[config.mk]
export PLATFORM = sky130hd
export DESIGN_NAME = ghr_checkpoint_ctrl_flat
export DESIGN_NICKNAME = d
export VERILOG_FILES = /design/src/rtl/ghr_checkpoint_if.sv /design/src/rtl/ghr_checkpoint_ctrl.sv /design/src/flat_wrapper.sv
export SDC_FILE = /design/constraint.sdc
export NUM_CORES = 1
export LEC_CHECK = 0
export BUFFER_PORTS_ARGS = -buffer_cell sky130_fd_sc_hd__buf_2
export CORE_MARGIN = 2
export CORE_UTILIZATION = 53
export CTS_BUF_LIST = sky130_fd_sc_hd__clkbuf_4
export DETAILED_ROUTE_END_ITERATION = 6
export GPL_TIMING_DRIVEN = 0
export MAX_ROUTING_LAYER = met4
export PLACE_DENSITY = 0.77
export SLEW_MARGIN = 20
export SYNTH_ARGS = -nofsm -noshare
export SYNTH_HDL_FRONTEND = slang
export SYNTH_SLANG_ARGS = --single-unit
[constraint.sdc]
create_clock -name clk -period 2 [get_ports clk]
set_input_delay 0.4 -clock clk [delete_from_list [all_inputs] [get_ports clk]]
set_output_delay 0.4 -clock clk [all_outputs]
set_load 0.02 [all_outputs]
[src/rtl/ghr_checkpoint_if.sv]
// Prediction/resolve handshake and history outputs of the GHR checkpoint controller.
// The master drives predictions and resolves; the slave (controller) returns histories and status.
interface ghr_checkpoint_if #(
    parameter int HIST_W = 8,
    parameter int DEPTH  = 4
);
    localparam int CNT_W = $clog2(DEPTH) + 1;

    logic              pred_valid;
    logic              pred_taken;
    logic              pred_ready;
    logic              resolve_valid;
    logic              resolve_taken;
    logic              resolve_mispredict;
    logic [HIST_W-1:0] spec_ghr;
    logic [HIST_W-1:0] arch_ghr;
    logic [CNT_W-1:0]  inflight;
    logic              flush;
    logic              resolve_err;

    modport master (
        output pred_valid, pred_taken, resolve_valid, resolve_taken, resolve_mispredict,
        input  pred_ready, spec_ghr, arch_ghr, inflight, flush, resolve_err
    );

    modport slave (
        input  pred_valid, pred_taken, resolve_valid, resolve_taken, resolve_mispredict,
        output pred_ready, spec_ghr, arch_ghr, inflight, flush, resolve_err
    );
endinterface

[src/rtl/ghr_checkpoint_ctrl.sv]
// Global history controller: speculative/architectural GHR with an in-order checkpoint
// queue; a mispredict restores from the oldest checkpoint and inserts a one-cycle bubble.
module ghr_checkpoint_ctrl #(
    parameter int HIST_W = 8,
    parameter int DEPTH  = 4
) (
    input  logic              clk,
    input  logic              rst_n,
    ghr_checkpoint_if.slave   bus
);
    localparam int PTR_W = $clog2(DEPTH);
    localparam int CNT_W = PTR_W + 1;

    typedef enum logic {ST_RUN, ST_RECOVER} state_t;

    state_t            state_q, state_d;
    logic [HIST_W-1:0] spec_ghr_q, spec_ghr_d;
    logic [HIST_W-1:0] arch_ghr_q, arch_ghr_d;
    logic [PTR_W-1:0]  head_q, head_d;
    logic [PTR_W-1:0]  tail_q, tail_d;
    logic [CNT_W-1:0]  inflight_q, inflight_d;
    logic              resolve_err_q, resolve_err_d;

    logic [HIST_W-1:0] ckpt_mem [DEPTH];

    logic pred_ready;
    logic push;
    logic resolve_hit;
    logic mispredict;
    logic pop;

    // Ready depends only on state and occupancy so upstream can never form a loop through it.
    assign pred_ready  = (state_q == ST_RUN) && (inflight_q < CNT_W'(DEPTH));
    assign push        = bus.pred_valid && pred_ready;
    assign resolve_hit = bus.resolve_valid && (inflight_q != '0);
    assign mispredict  = resolve_hit && bus.resolve_mispredict;
    assign pop         = resolve_hit && !bus.resolve_mispredict;

    always_comb begin
        state_d       = ST_RUN;
        spec_ghr_d    = spec_ghr_q;
        arch_ghr_d    = arch_ghr_q;
        head_d        = head_q;
        tail_d        = tail_q;
        inflight_d    = inflight_q;
        resolve_err_d = bus.resolve_valid && (inflight_q == '0);

        if (mispredict) begin
            // Same-cycle push is squashed along with every younger checkpoint.
            arch_ghr_d = {arch_ghr_q[HIST_W-2:0], bus.resolve_taken};
            spec_ghr_d = {ckpt_mem[head_q][HIST_W-2:0], bus.resolve_taken};
            head_d     = tail_q;
            inflight_d = '0;
            state_d    = ST_RECOVER;
        end else begin
            if (push) begin
                spec_ghr_d = {spec_ghr_q[HIST_W-2:0], bus.pred_taken};
                tail_d     = tail_q + PTR_W'(1);
            end
            if (pop) begin
                arch_ghr_d = {arch_ghr_q[HIST_W-2:0], bus.resolve_taken};
                head_d     = head_q + PTR_W'(1);
            end
            case ({push, pop})
                2'b10:   inflight_d = inflight_q + CNT_W'(1);
                2'b01:   inflight_d = inflight_q - CNT_W'(1);
                default: inflight_d = inflight_q;
            endcase
        end
    end

    always_ff @(posedge clk or negedge rst_n) begin
        if (!rst_n) begin
            state_q       <= ST_RUN;
            spec_ghr_q    <= '0;
            arch_ghr_q    <= '0;
            head_q        <= '0;
            tail_q        <= '0;
            inflight_q    <= '0;
            resolve_err_q <= 1'b0;
        end else begin
            state_q       <= state_d;
            spec_ghr_q    <= spec_ghr_d;
            arch_ghr_q    <= arch_ghr_d;
            head_q        <= head_d;
            tail_q        <= tail_d;
            inflight_q    <= inflight_d;
            resolve_err_q <= resolve_err_d;
        end
    end

    // Queue storage needs no reset: pointers and occupancy define which entries are live.
    always_ff @(posedge clk) begin
        if (push && !mispredict) begin
            ckpt_mem[tail_q] <= spec_ghr_q;
        end
    end

    assign bus.pred_ready  = pred_ready;
    assign bus.spec_ghr    = spec_ghr_q;
    assign bus.arch_ghr    = arch_ghr_q;
    assign bus.inflight    = inflight_q;
    assign bus.flush       = (state_q == ST_RECOVER);
    assign bus.resolve_err = resolve_err_q;
endmodule

[src/flat_wrapper.sv]
// flat-port wrapper written by rule: the top's interface ports become plain ports
module ghr_checkpoint_ctrl_flat 
#(
    parameter int HIST_W = 8,
    parameter int DEPTH  = 4
)
  (clk, rst_n, bus_pred_valid, bus_pred_taken, bus_resolve_valid, bus_resolve_taken, bus_resolve_mispredict, bus_pred_ready, bus_spec_ghr, bus_arch_ghr, bus_inflight, bus_flush, bus_resolve_err);
  ghr_checkpoint_if #(.HIST_W(HIST_W), .DEPTH(DEPTH)) bus_i ();
  input  logic clk;
  input  logic rst_n;
  input wire logic [$bits(bus_i.pred_valid)-1:0] bus_pred_valid;
  input wire logic [$bits(bus_i.pred_taken)-1:0] bus_pred_taken;
  input wire logic [$bits(bus_i.resolve_valid)-1:0] bus_resolve_valid;
  input wire logic [$bits(bus_i.resolve_taken)-1:0] bus_resolve_taken;
  input wire logic [$bits(bus_i.resolve_mispredict)-1:0] bus_resolve_mispredict;
  output wire logic [$bits(bus_i.pred_ready)-1:0] bus_pred_ready;
  output wire logic [$bits(bus_i.spec_ghr)-1:0] bus_spec_ghr;
  output wire logic [$bits(bus_i.arch_ghr)-1:0] bus_arch_ghr;
  output wire logic [$bits(bus_i.inflight)-1:0] bus_inflight;
  output wire logic [$bits(bus_i.flush)-1:0] bus_flush;
  output wire logic [$bits(bus_i.resolve_err)-1:0] bus_resolve_err;
  assign bus_i.pred_valid = bus_pred_valid;
  assign bus_i.pred_taken = bus_pred_taken;
  assign bus_i.resolve_valid = bus_resolve_valid;
  assign bus_i.resolve_taken = bus_resolve_taken;
  assign bus_i.resolve_mispredict = bus_resolve_mispredict;
  assign bus_pred_ready = bus_i.pred_ready;
  assign bus_spec_ghr = bus_i.spec_ghr;
  assign bus_arch_ghr = bus_i.arch_ghr;
  assign bus_inflight = bus_i.inflight;
  assign bus_flush = bus_i.flush;
  assign bus_resolve_err = bus_i.resolve_err;
  ghr_checkpoint_ctrl #(.HIST_W(HIST_W), .DEPTH(DEPTH)) u_core (.clk(clk), .rst_n(rst_n), .bus(bus_i));
endmodule
======== Word-level counts from Yosys, hierarchy flattened ========
Memory sizes are Yosys's and may differ from the RTL's.
Cells that the tools add are included.
word-level totals
  flip-flop bits (word level) ............. 25
  RAM bits ................................ 32
  bits of input ports ..................... 7
  output and inout bits ................... 22
  logic and storage cells ................. 43
  memories kept ........................... 1
memory list
  memory           words  width  read ports  clocked after memory_dff  write ports  line                       source
  u_core.ckpt_mem  4      8      1           0                         1            ghr_checkpoint_ctrl.sv:24  logic [HIST_W-1:0] ckpt_mem [DEPTH];
cells by class
  add/sub/neg operators ................... 4
  $lt $le $gt $ge ......................... 1
  equality and inequality tests ........... 2
  muxes and demuxes ....................... 11
  bitwise gates (word level) .............. 2
  reductions and logical operators ........ 15
operators by type and width
  operator             number
  $mux 8               4
  $logic_and 1x1->1    7
  $pmux 3 s2           1
  $reduce_bool 3->1    2
  $add 2x1->2 const B  2
  $mux 2               2
  $reduce_bool 2->1    2
  $add 3x1->3 const B  1
  $logic_not 3->1      1
  $lt 3x3->1 const B   1
  $mux 1               3
  $mux 3               1
  $sub 3x1->3 const B  1
  $eq 2x1->1 const B   1
  $eq 2x2->1 const B   1
  $logic_not 1->1      2
  $not 1->1            2
  $reduce_and 2->1     1

======== Logic depth before layout (Yosys ltp) ========
Gate-level depths: netlist of run 1.
  word-level depth ........................ 7
  depth in mapped cells ................... 8
  gate-level depth less buffers ........... 7

======== Worst setup path after synthesis of run 1 ========
Ideal clock, no wire load.
  path type ............................... register -> register
  from .................................... reg u_core.inflight_q[2], in the netlist u_core.bus.inflight[2]
  to ...................................... reg u_core.inflight_q[2], in the netlist u_core.bus.inflight[2]
  setup time .............................. 0.076 ns
  arrival ................................. 2.116 ns
  required time ........................... 1.924 ns
  setup slack ............................. -0.193 ns
  stages on the path, launching flop included .. 9
  buffers on the path ..................... 1
  period minus slack after synthesis ...... 2.193 ns
  cell sequence ........................... dfrtp_1 buf_6 o31a_1 nand2b_1 nor2_1 fa_1 or3_1 o32a_1 o21ai_1
between the ends
  cells in the longest elaborated chain, start to end .. 6
  elaborated cells between the ends (all ways) .. 14
  those cells by class .................... add/sub: 2; order compare: 1; eq/ne: 2; mux: 2; reduce/logical: 7
RTL lines
  what                                                    line                                                  source
  from (decl)                                             ghr_checkpoint_ctrl.sv:21                             logic [CNT_W-1:0] inflight_q, inflight_d;
  from (signal assigned)                                  ghr_checkpoint_ctrl.sv:87                             inflight_q <= inflight_d;
  $lt 3x3->1 / $reduce_bool 3->1 (equally long branches)  ghr_checkpoint_ctrl.sv:33, ghr_checkpoint_ctrl.sv:35
  $logic_and 1x1->1, on equally long branches             ghr_checkpoint_ctrl.sv:33, ghr_checkpoint_ctrl.sv:35
  $logic_and 1x1->1, on equally long branches             ghr_checkpoint_ctrl.sv:34, ghr_checkpoint_ctrl.sv:37
  $eq 2x1->1 / $eq 2x2->1 (equally long branches)         ghr_checkpoint_ctrl.sv:64                             case ({push, pop})
  $pmux 3 s2                                              ghr_checkpoint_ctrl.sv:64
  $mux 3                                                  ghr_checkpoint_ctrl.sv:48                             if (mispredict) begin
Parallel ways exist; a longest one is shown, timed or not.
A chain may end at the register's enable or synchronous reset.

======== Worst setup path after layout of run 1 ========
  from .................................... reg u_core.inflight_q[1], in the netlist u_core.bus.inflight[1]
  to ...................................... reg u_core.inflight_q[2], in the netlist u_core.bus.inflight[2]
The elaborated chain is that of the path after synthesis.

==> impl_metrics.ini, run 1 <==
[run_status]
violations = negative setup slack
status = finished, violations left

[setup_path]
crit_start = u_core.bus.inflight[1]
worst_ep_required_time_ns = 2.29
crit_type = flop to flop
reg2regPathDepth = 7
end_kind = flop
crit_fanout = 3
r2r_slack_ns = -0.05
worst_setup_path_start_kind = flop
timing.rr.start = u_core.bus.inflight[1]
r2r-end = u_core.bus.inflight[2]
arrival_ns = 2.34

[timing]
rsz0062_at_grt = true
post-route-min-period_ns = 2.05
clock.fmax_ghz = 0.487
timing.final.crit_share_pct = 103
relSlewSlack_pct = 58.5
hold_violations = 0
skew_ns = 0.0174
worst_pin_slew_ns = 0.622
drv_slew = 0
layout_setup_ws_ns = -0.0516
finalSetupViolCount = 1

[clocking]
clockBufferDepth = 2
numCtsBuffers = 5
htree_levels = 2
path_clk_slew_ns = 0.15
clk_latency_ns = 0.37
cts_tree = built
clock-sinks = 53
clockRootBuffer = clkbuf_4

[place]
dpl.cell_count = 237
pre_cts_slack_ns = -0.137
finalWeightedCongestion = 0.840
dp_hpwl_um = 2930
io_buffers = 28

[floorplanning]
fp.dieH_um = 69.5
fp.dieArea_um2 = 4830
start_util_pct = 56.1
num_rows = 23
core-area_um2 = 4060
die_w_um = 69.5
pin_count = 29

[detailed_routing]
wl_per_cell_um = 17.8
drt_wl_total_um = 4560
routed_via_density = 5.67
num_vias = 1451
dr.pass1.iters = 4
antenna_left = 0
drc = 0
drt-initial-drc-count = 93

[final_layout]
mostFrequentLayoutCell = buf_2
drive_gt1_share_pct = 34.5
n_antenna_cell = 0
finalNetCount = 217
area_growth_pct = 15.5
multi_input_area_um2 = 734
final_cell_count_no_fill = 256
fill_cells = 307
most-common-layout-cells = buf_2 (31), edfxtp_1 (28), nand2_1 (27)
register_area_um2 = 1470
fin_util_pct = 64.8

[run]
drv_cap = 0

[synthesis]
synth_warnings = 0
postSynthCellCount = 159
synth-edff-count = 28
syn_area_um2 = 2280
ys_seq_elements = 53
ys.flop_type = edfxtp_1
syn_nets = 171
ys_seq_area_share_pct = 64.4
ys_types = 31
avgSynthCellArea_um2 = 14.3
synthArstFlopShare_pct = 47.2

[global_routing]
grtUsageTotal_pct = 21.4
grt_antenna_before_repair = 0
grt_pass1_wl_um = 7790
gr-total-overflow = 0
grt_pass1_vias = 1579
grt_max_degree = 26

[power_and_ir_drop]
peakVddDrop_mv = 0.834
p_leak_nw = 1.11
pwr_density_cell_nw_per_um2 = 1510

[hold_path]
hp-class = input port to asynchronous set/reset pin
## worst max path at each step
stage | to | cells past startpoint
after global placement | u_core.bus.inflight[2] | 7
final | u_core.bus.inflight[2] | 7
after CTS | u_core.bus.inflight[2] | 7
after detailed placement | u_core.bus.inflight[2] | 7
after floorplan | u_core.bus.inflight[2] | 8
after global routing | u_core.bus.inflight[2] | 7
## routing by layer
metal / wire length, um / global-route usage, % / up-vias
met1: 2040 / 27.8 / 747
met4: 53 / 7.19 / 0
met3: 141 / 3.78 / 7
met2: 2330 / 34.6 / 34
li1: - / - / 663
met5: 0 / - / -
## synth_stat cells (2+ instances only)
cell,n,area (um^2)
ha_1,4,50.1
xnor2_1,2,17.5
mux2i_1,11,110
nand2_1,27,101
inv_1,3,11.3
nor2_1,11,41.3
nand3_1,2,10.0
dfrtp_1,25,626
buf_6,4,45.0
a21oi_1,10,50.1
buf_2,3,15.0
o21ai_0,2,10.0
mux4_2,7,158
and3_1,4,25.0
edfxtp_1,28,841
## registers in the layout, indices dropped and copies added, names as in the netlist
name                    count
u_core.ckpt_mem            28
u_core.bus.arch_ghr         8
u_core.bus.flush            1
u_core.head_q               2
u_core.bus.spec_ghr         8
u_core.bus.inflight         3
u_core.tail_q               2
u_core.bus.resolve_err      1
## critical path, stage by stage (launching register included)
cell	delay, ns
dfrtp_2	0.43
o31a_1	0.31
nand2b_1	0.14
nor2_2	0.06
fa_2	0.36
or3_1	0.32
o32a_1	0.28
o21ai_1	0.09
## power breakdown
part	total [mW]	leakage, nW	internal (mW)	switching [mW]
Combinational	1.69	0.528	0.706	0.981
Sequential	1.83	0.553	1.57	0.260
Clock	0.467	0.0293	0.148	0.319
## layout make-up
class,count,share of cell area (%)
buffer,8,2.43
timing repair buffer,40,8.76
clock buffer,6,1.71
inverter,3,0.428
tap,50,2.38
multi-input combinational,94,27.9
sequential,53,55.9
clock inverter,2,0.428
## timing repair
action / 4_1_cts / 5_1_grt
hold buffers: 0 / 0
resized for setup: 1 / 2
pin swaps: 2 / 2
setup endpoints to repair: 1 / 17
gates cloned: 0 / 0
setup buffers: 14 / 0
## metrics by stage
stage	hold slack [ns]	instance area [um^2]	total power, mW	TNS, ns
2_1_floorplan	0.104	2290	2.94	-0.0703
3_3_place_gp	0.414	2490	3.33	-0.0812
3_5_place_dp	0.433	2490	3.44	-0.137
4_1_cts	0.0213	2640	4.00	-0.0625
5_1_grt	0.0339	2630	4.22	-0.103
6_report	0.00978	2630	3.98	-0.0516
## logic make-up after synthesis
logic type	after synthesis	synth area share, %
flops	53	64.4
compound gates	19	6.05
buf+inv	12	3.63
mux	18	11.8
xor+xnor	2	0.770
fa+ha+maj	5	3.08
simple gates	50	10.3
(Power assumes the default switching activity.)
==> run 2, diff against run 1 <==
--- a/config.mk
+++ b/config.mk
@@ -5,6 +5,7 @@
 export SDC_FILE = /design/constraint.sdc
 export NUM_CORES = 1
 export LEC_CHECK = 0
+export ABC_CLOCK_PERIOD_IN_PS = 2000
 export BUFFER_PORTS_ARGS = -buffer_cell sky130_fd_sc_hd__buf_2
 export CORE_MARGIN = 2
 export CORE_UTILIZATION = 53
@@ -13,6 +14,7 @@
 export GPL_TIMING_DRIVEN = 0
 export MAX_ROUTING_LAYER = met4
 export PLACE_DENSITY = 0.77
+export RECOVER_POWER = 25
 export SLEW_MARGIN = 20
 export SYNTH_ARGS = -nofsm -noshare
 export SYNTH_HDL_FRONTEND = slang
==> impl_metrics.ini, run 2 (synthesis results as in run 1) <==
[final_layout]
most-common-layout-cells = buf_2 (30), edfxtp_1 (28), nand2_1 (27)
drive_gt1_share_pct = 34.0
final_area_um2 = 2630
mostFrequentLayoutCell = buf_2
register_area_um2 = 1470
largest_register_ffs = 28
area_growth_pct = 15.4
fin_util_pct = 64.8
multi_input_area_um2 = 734
finalNetCount = 217
fill_cells = 305
top_register = u_core.ckpt_mem
n_antenna_cell = 0

[setup_path]
worst_setup_path_start_kind = flop
r2r-end = u_core.bus.inflight[2]
reg2regPathDepth = 7
end_kind = flop
critical_path_cell_count = 7
crit_type = flop to flop
crit_buf_inv = 0
crit_fanout = 3
arrival_ns = 2.34
r2r_slack_ns = -0.05
crit_chain = o31a_1 > nand2b_1 > nor2_2 > fa_2 > or3_1 > o32a_1 > o21ai_1
slowest_delay_ns = 0.43
timing.rr.start = u_core.bus.inflight[1]
cp_top_family = compound AO/OA/AOI/OAI gates
worst_ep_required_time_ns = 2.29
crit_slowest_cell = dfrtp_2

[clocking]
clock-sinks = 53
clockBufferDepth = 2
clk_latency_ns = 0.37
postCtsHoldBufs = 0
htree_levels = 2
clockRootBuffer = clkbuf_4
numCtsBuffers = 5
path_clk_slew_ns = 0.14
cts_tree = built

[power_and_ir_drop]
p_leak_nw = 1.11
power_mw = 3.98
pwr_density_cell_nw_per_um2 = 1520
peakVddDrop_mv = 0.834

[timing]
rsz0062_at_grt = true
worst_hold_slack_ns = 0.254
post-route-min-period_ns = 2.05
drv_slew = 0
fin_setup_tns_ns = -0.0516
skew_ns = 0.0173
clock.fmax_ghz = 0.487
layout_setup_ws_ns = -0.0516
finalSetupViolCount = 1
worst_pin_slew_ns = 1.45
relSlewSlack_pct = 3.10
timing.final.crit_share_pct = 103
hold_violations = 0

[floorplanning]
fp.dieArea_um2 = 4830
fp.dieH_um = 69.5
start_util_pct = 56.1
num_rows = 23
die_w_um = 69.5
pin_count = 29
core-area_um2 = 4060

[global_routing]
grtUsageTotal_pct = 21.4
grt_antenna_before_repair = 0
grt_pass1_wl_um = 7790
grt_max_degree = 26
grt_pass1_vias = 1579
gr-total-overflow = 0

[place]
finalWeightedCongestion = 0.840
dp_hpwl_um = 2930
io_buffers = 28
placed_area_um2 = 2490

[run_status]
violations = negative setup slack
status = finished, violations left

[run]
drv_cap = 0

[hold_path]
hp-class = input port to flop
hold_end = u_core.bus.arch_ghr[0]
min_path_cells = 3
hp-start = bus_resolve_taken

[detailed_routing]
num_vias = 1449
wl_per_cell_um = 17.9
drt-initial-drc-count = 93
routed_via_density = 5.66
drt_wl_total_um = 4570
antenna_left = 0
drc = 0
dr.pass1.iters = 4
run 2: cell count changes in the layout (fill, tap and decap cells not counted), sizes merged:
cell    before  now
clkbuf       6    7
buf         48   47
run 2: final cells by class:
type,instances,area share (%)
Clock inverter,2,0.429
Buffer,8,2.43
Timing Repair Buffer,40,8.71
Inverter,3,0.429
Sequential cell,53,56.0
Multi-Input combinational cell,94,28.0
Tap cell,50,2.38
Clock buffer,6,1.71
run 2: what timing repair did:
action                     4_1_cts  5_1_grt
resized for setup                1        2
buffers inserted                14        0
setup endpoints to repair        1       17
pin swaps                        2        2
run 2: through the flow:
| step | cells | setup slack [ns] |
|---|---|---|
| 6_report | 256 | -0.0516 |
| 4_1_cts | 258 | -0.0625 |
| 3_3_place_gp | 237 | -0.0812 |
| 5_1_grt | 256 | -0.103 |
| 2_1_floorplan | 159 | -0.0703 |
| 3_5_place_dp | 237 | -0.137 |
run 2: worst register-to-register path: cells and delay by family, from the launching register on:
kind / cells / cell delay (ns)
AO/OA/AOI/OAI: 3 / 0.68
AND/OR/NAND/NOR: 3 / 0.52
flip-flops: 1 / 0.43
adder cells (fa/ha/maj): 1 / 0.36
run 2: worst max path at each step:
stage / start / end / slack [ns]
finish: u_core.bus.inflight[1] / u_core.bus.inflight[2] / -0.05
global route: u_core.bus.inflight[2] / u_core.bus.inflight[2] / -0.10
CTS: u_core.bus.inflight[2] / u_core.bus.inflight[2] / -0.06
detailed placement: u_core.bus.inflight[1] / u_core.bus.inflight[2] / -0.14
global placement: u_core.bus.inflight[1] / u_core.bus.inflight[2] / -0.08
floorplan: u_core.bus.inflight[2] / u_core.bus.inflight[2] / -0.07
run 2: metal layers:
| layer | vias to the layer above | track usage [%] | wire length, um |
|---|---|---|---|
| met5 | - | - | 0 |
| met2 | 34 | 34.6 | 2320 |
| li1 | 663 | - | - |
| met4 | 0 | 7.19 | 53 |
| met1 | 745 | 27.8 | 2060 |
| met3 | 7 | 3.78 | 141 |
run 2: power by group:
group	internal (mW)	switching (mW)	total, mW	leakage (nW)
Clock	0.148	0.319	0.467	0.0293
Sequential	1.57	0.260	1.83	0.553
Combinational	0.706	0.981	1.69	0.525
==> run 3, diff against run 2 <==
--- a/config.mk
+++ b/config.mk
@@ -7,13 +7,15 @@
 export LEC_CHECK = 0
 export ABC_CLOCK_PERIOD_IN_PS = 2000
 export BUFFER_PORTS_ARGS = -buffer_cell sky130_fd_sc_hd__buf_2
+export CELL_PAD_IN_SITES_DETAIL_PLACEMENT = 0
+export CELL_PAD_IN_SITES_GLOBAL_PLACEMENT = 1
 export CORE_MARGIN = 2
-export CORE_UTILIZATION = 53
+export CORE_UTILIZATION = 44
 export CTS_BUF_LIST = sky130_fd_sc_hd__clkbuf_4
 export DETAILED_ROUTE_END_ITERATION = 6
 export GPL_TIMING_DRIVEN = 0
 export MAX_ROUTING_LAYER = met4
-export PLACE_DENSITY = 0.77
+export PLACE_DENSITY_LB_ADDON = 0.1
 export RECOVER_POWER = 25
 export SLEW_MARGIN = 20
 export SYNTH_ARGS = -nofsm -noshare
==> impl_metrics.ini, run 3 (synthesis results as in run 1) <==
[clocking]
cts_tree = built
clk_latency_ns = 0.37
htree_levels = 2
clockRootBuffer = clkbuf_4
clockBufferDepth = 2
postCtsHoldBufs = 0
clock-sinks = 53
path_clk_slew_ns = 0.15
numCtsBuffers = 5

[floorplanning]
fp.dieArea_um2 = 5760
fp.dieH_um = 75.9
core-area_um2 = 5040
start_util_pct = 45.1
die_w_um = 75.9
pin_count = 29
num_rows = 26

[setup_path]
cp_top_family = compound AO/OA/AOI/OAI gates
timing.rr.start = u_core.bus.inflight[1]
crit_fanout = 3
end_kind = flop
crit_slowest_cell = dfrtp_2
worst_setup_path_start_kind = flop
arrival_ns = 2.36
r2r-end = u_core.bus.inflight[2]
crit_type = flop to flop
r2r_slack_ns = -0.08
crit_buf_inv = 0
crit_chain = o31a_1 > nand2b_1 > nor2_2 > fa_2 > or3_1 > o32a_1 > o21ai_1
worst_ep_required_time_ns = 2.28
slowest_delay_ns = 0.45
reg2regPathDepth = 7

[final_layout]
mostFrequentLayoutCell = buf_2
top_register = u_core.ckpt_mem
fin_util_pct = 53.2
n_antenna_cell = 0
drive_gt1_share_pct = 35.9
most-common-layout-cells = buf_2 (30), edfxtp_1 (28), nand2_1 (27)
register_area_um2 = 1470
largest_register_ffs = 28
finalNetCount = 220
multi_input_area_um2 = 741
area_growth_pct = 17.8
fill_cells = 445

[place]
dp_hpwl_um = 2870
pre_cts_slack_ns = -0.198
finalWeightedCongestion = 0.730
io_buffers = 28

[global_routing]
grt_pass1_vias = 1523
grt_antenna_before_repair = 0
grt_max_degree = 26
grt_pass1_wl_um = 7470
grtUsageTotal_pct = 17.4
gr-total-overflow = 0

[detailed_routing]
antenna_left = 0
drt-initial-drc-count = 108
wl_met1_um = 2060
routed_via_density = 5.09
dr.pass1.iters = 6
dr_wl_met2_um = 2270
num_vias = 1420
top_layer = met4
wl_per_cell_um = 16.3
drt_wl_total_um = 4550
drc = 0
route.met3.wl_um = 141

[hold_path]
hp-start = bus_resolve_taken
hp-class = input port to flop
hold_end = u_core.bus.arch_ghr[0]
min_path_cells = 3

[power_and_ir_drop]
peakVddDrop_mv = 0.660
pwr_density_cell_nw_per_um2 = 1500
p_leak_nw = 1.13

[timing]
finalSetupViolCount = 1
clock.fmax_ghz = 0.481
worst_pin_slew_ns = 1.42
layout_setup_ws_ns = -0.0772
fin_setup_tns_ns = -0.0772
post-route-min-period_ns = 2.08
skew_ns = 0.0155
relSlewSlack_pct = 5.22
hold_violations = 0
rsz0062_at_grt = true
timing.final.crit_share_pct = 104
drv_slew = 0
worst_hold_slack_ns = 0.233

[run_status]
violations = negative setup slack
status = finished, violations left

[run]
drv_cap = 0
-- run 3: cell types whose count changed in the layout (fill, tap and decap cells not counted), sizes merged --
cell / before / now
buf: 47 / 50
inv: 3 / 4
clkinv: 1 / 0
-- run 3: layout make-up --
cell class	instances	area share, %
Multi-Input combinational cell	94	27.6
Sequential cell	53	54.8
Timing Repair Buffer	43	9.38
Buffer	8	2.38
Clock inverter	2	0.420
Tap cell	70	3.27
Clock buffer	6	1.68
Inverter	3	0.420
-- run 3: per-layer routing --
metal | global-route usage [%] | vias to the layer above
li1 | - | 667
met4 | 7.09 | 0
met2 | 28.5 | 33
met1 | 21.5 | 713
met3 | 3.45 | 7
met5 | - | -
-- run 3: tightest hold or removal path, delay by kind of cell --
family / cells / cell delay (ns)
buffers and inverters: 1 / 0.09
and+or+nand+nor: 2 / 0.09
-- run 3: metrics by stage --
stage	cell area (um^2)	power [mW]	instances
2_1_floorplan	2290	2.94	159
3_3_place_gp	2510	3.37	257
3_5_place_dp	2510	3.44	257
4_1_cts	2680	4.01	280
5_1_grt	2680	4.28	279
6_report	2680	4.01	279
-- run 3: report_power, final --
part           switching (mW)  internal (mW)
combinational           0.986          0.734
sequential              0.253           1.57
clock                   0.321          0.149
-- run 3: timing repair --
| item | in CTS | in global routing |
|---|---|---|
| resized for setup | 1 | 4 |
| pin swaps | 1 | 1 |
| buffers inserted | 16 | 1 |
| setup endpoints to repair | 1 | 9 |
| gates cloned | 0 | 0 |
| endpoints found under the hold margin | 0 | 0 |
-- run 3: worst max-delay path by stage --
stage / endpoint / start / cells after the start
after floorplan: u_core.bus.inflight[2] / u_core.bus.inflight[2] / 8
after global placement: u_core.bus.inflight[2] / u_core.bus.inflight[1] / 7
after detailed placement: u_core.bus.inflight[2] / u_core.bus.inflight[1] / 7
after CTS: u_core.bus.inflight[2] / u_core.bus.inflight[1] / 7
after global routing: u_core.bus.inflight[2] / u_core.bus.inflight[1] / 7
final: u_core.bus.inflight[2] / u_core.bus.inflight[1] / 7
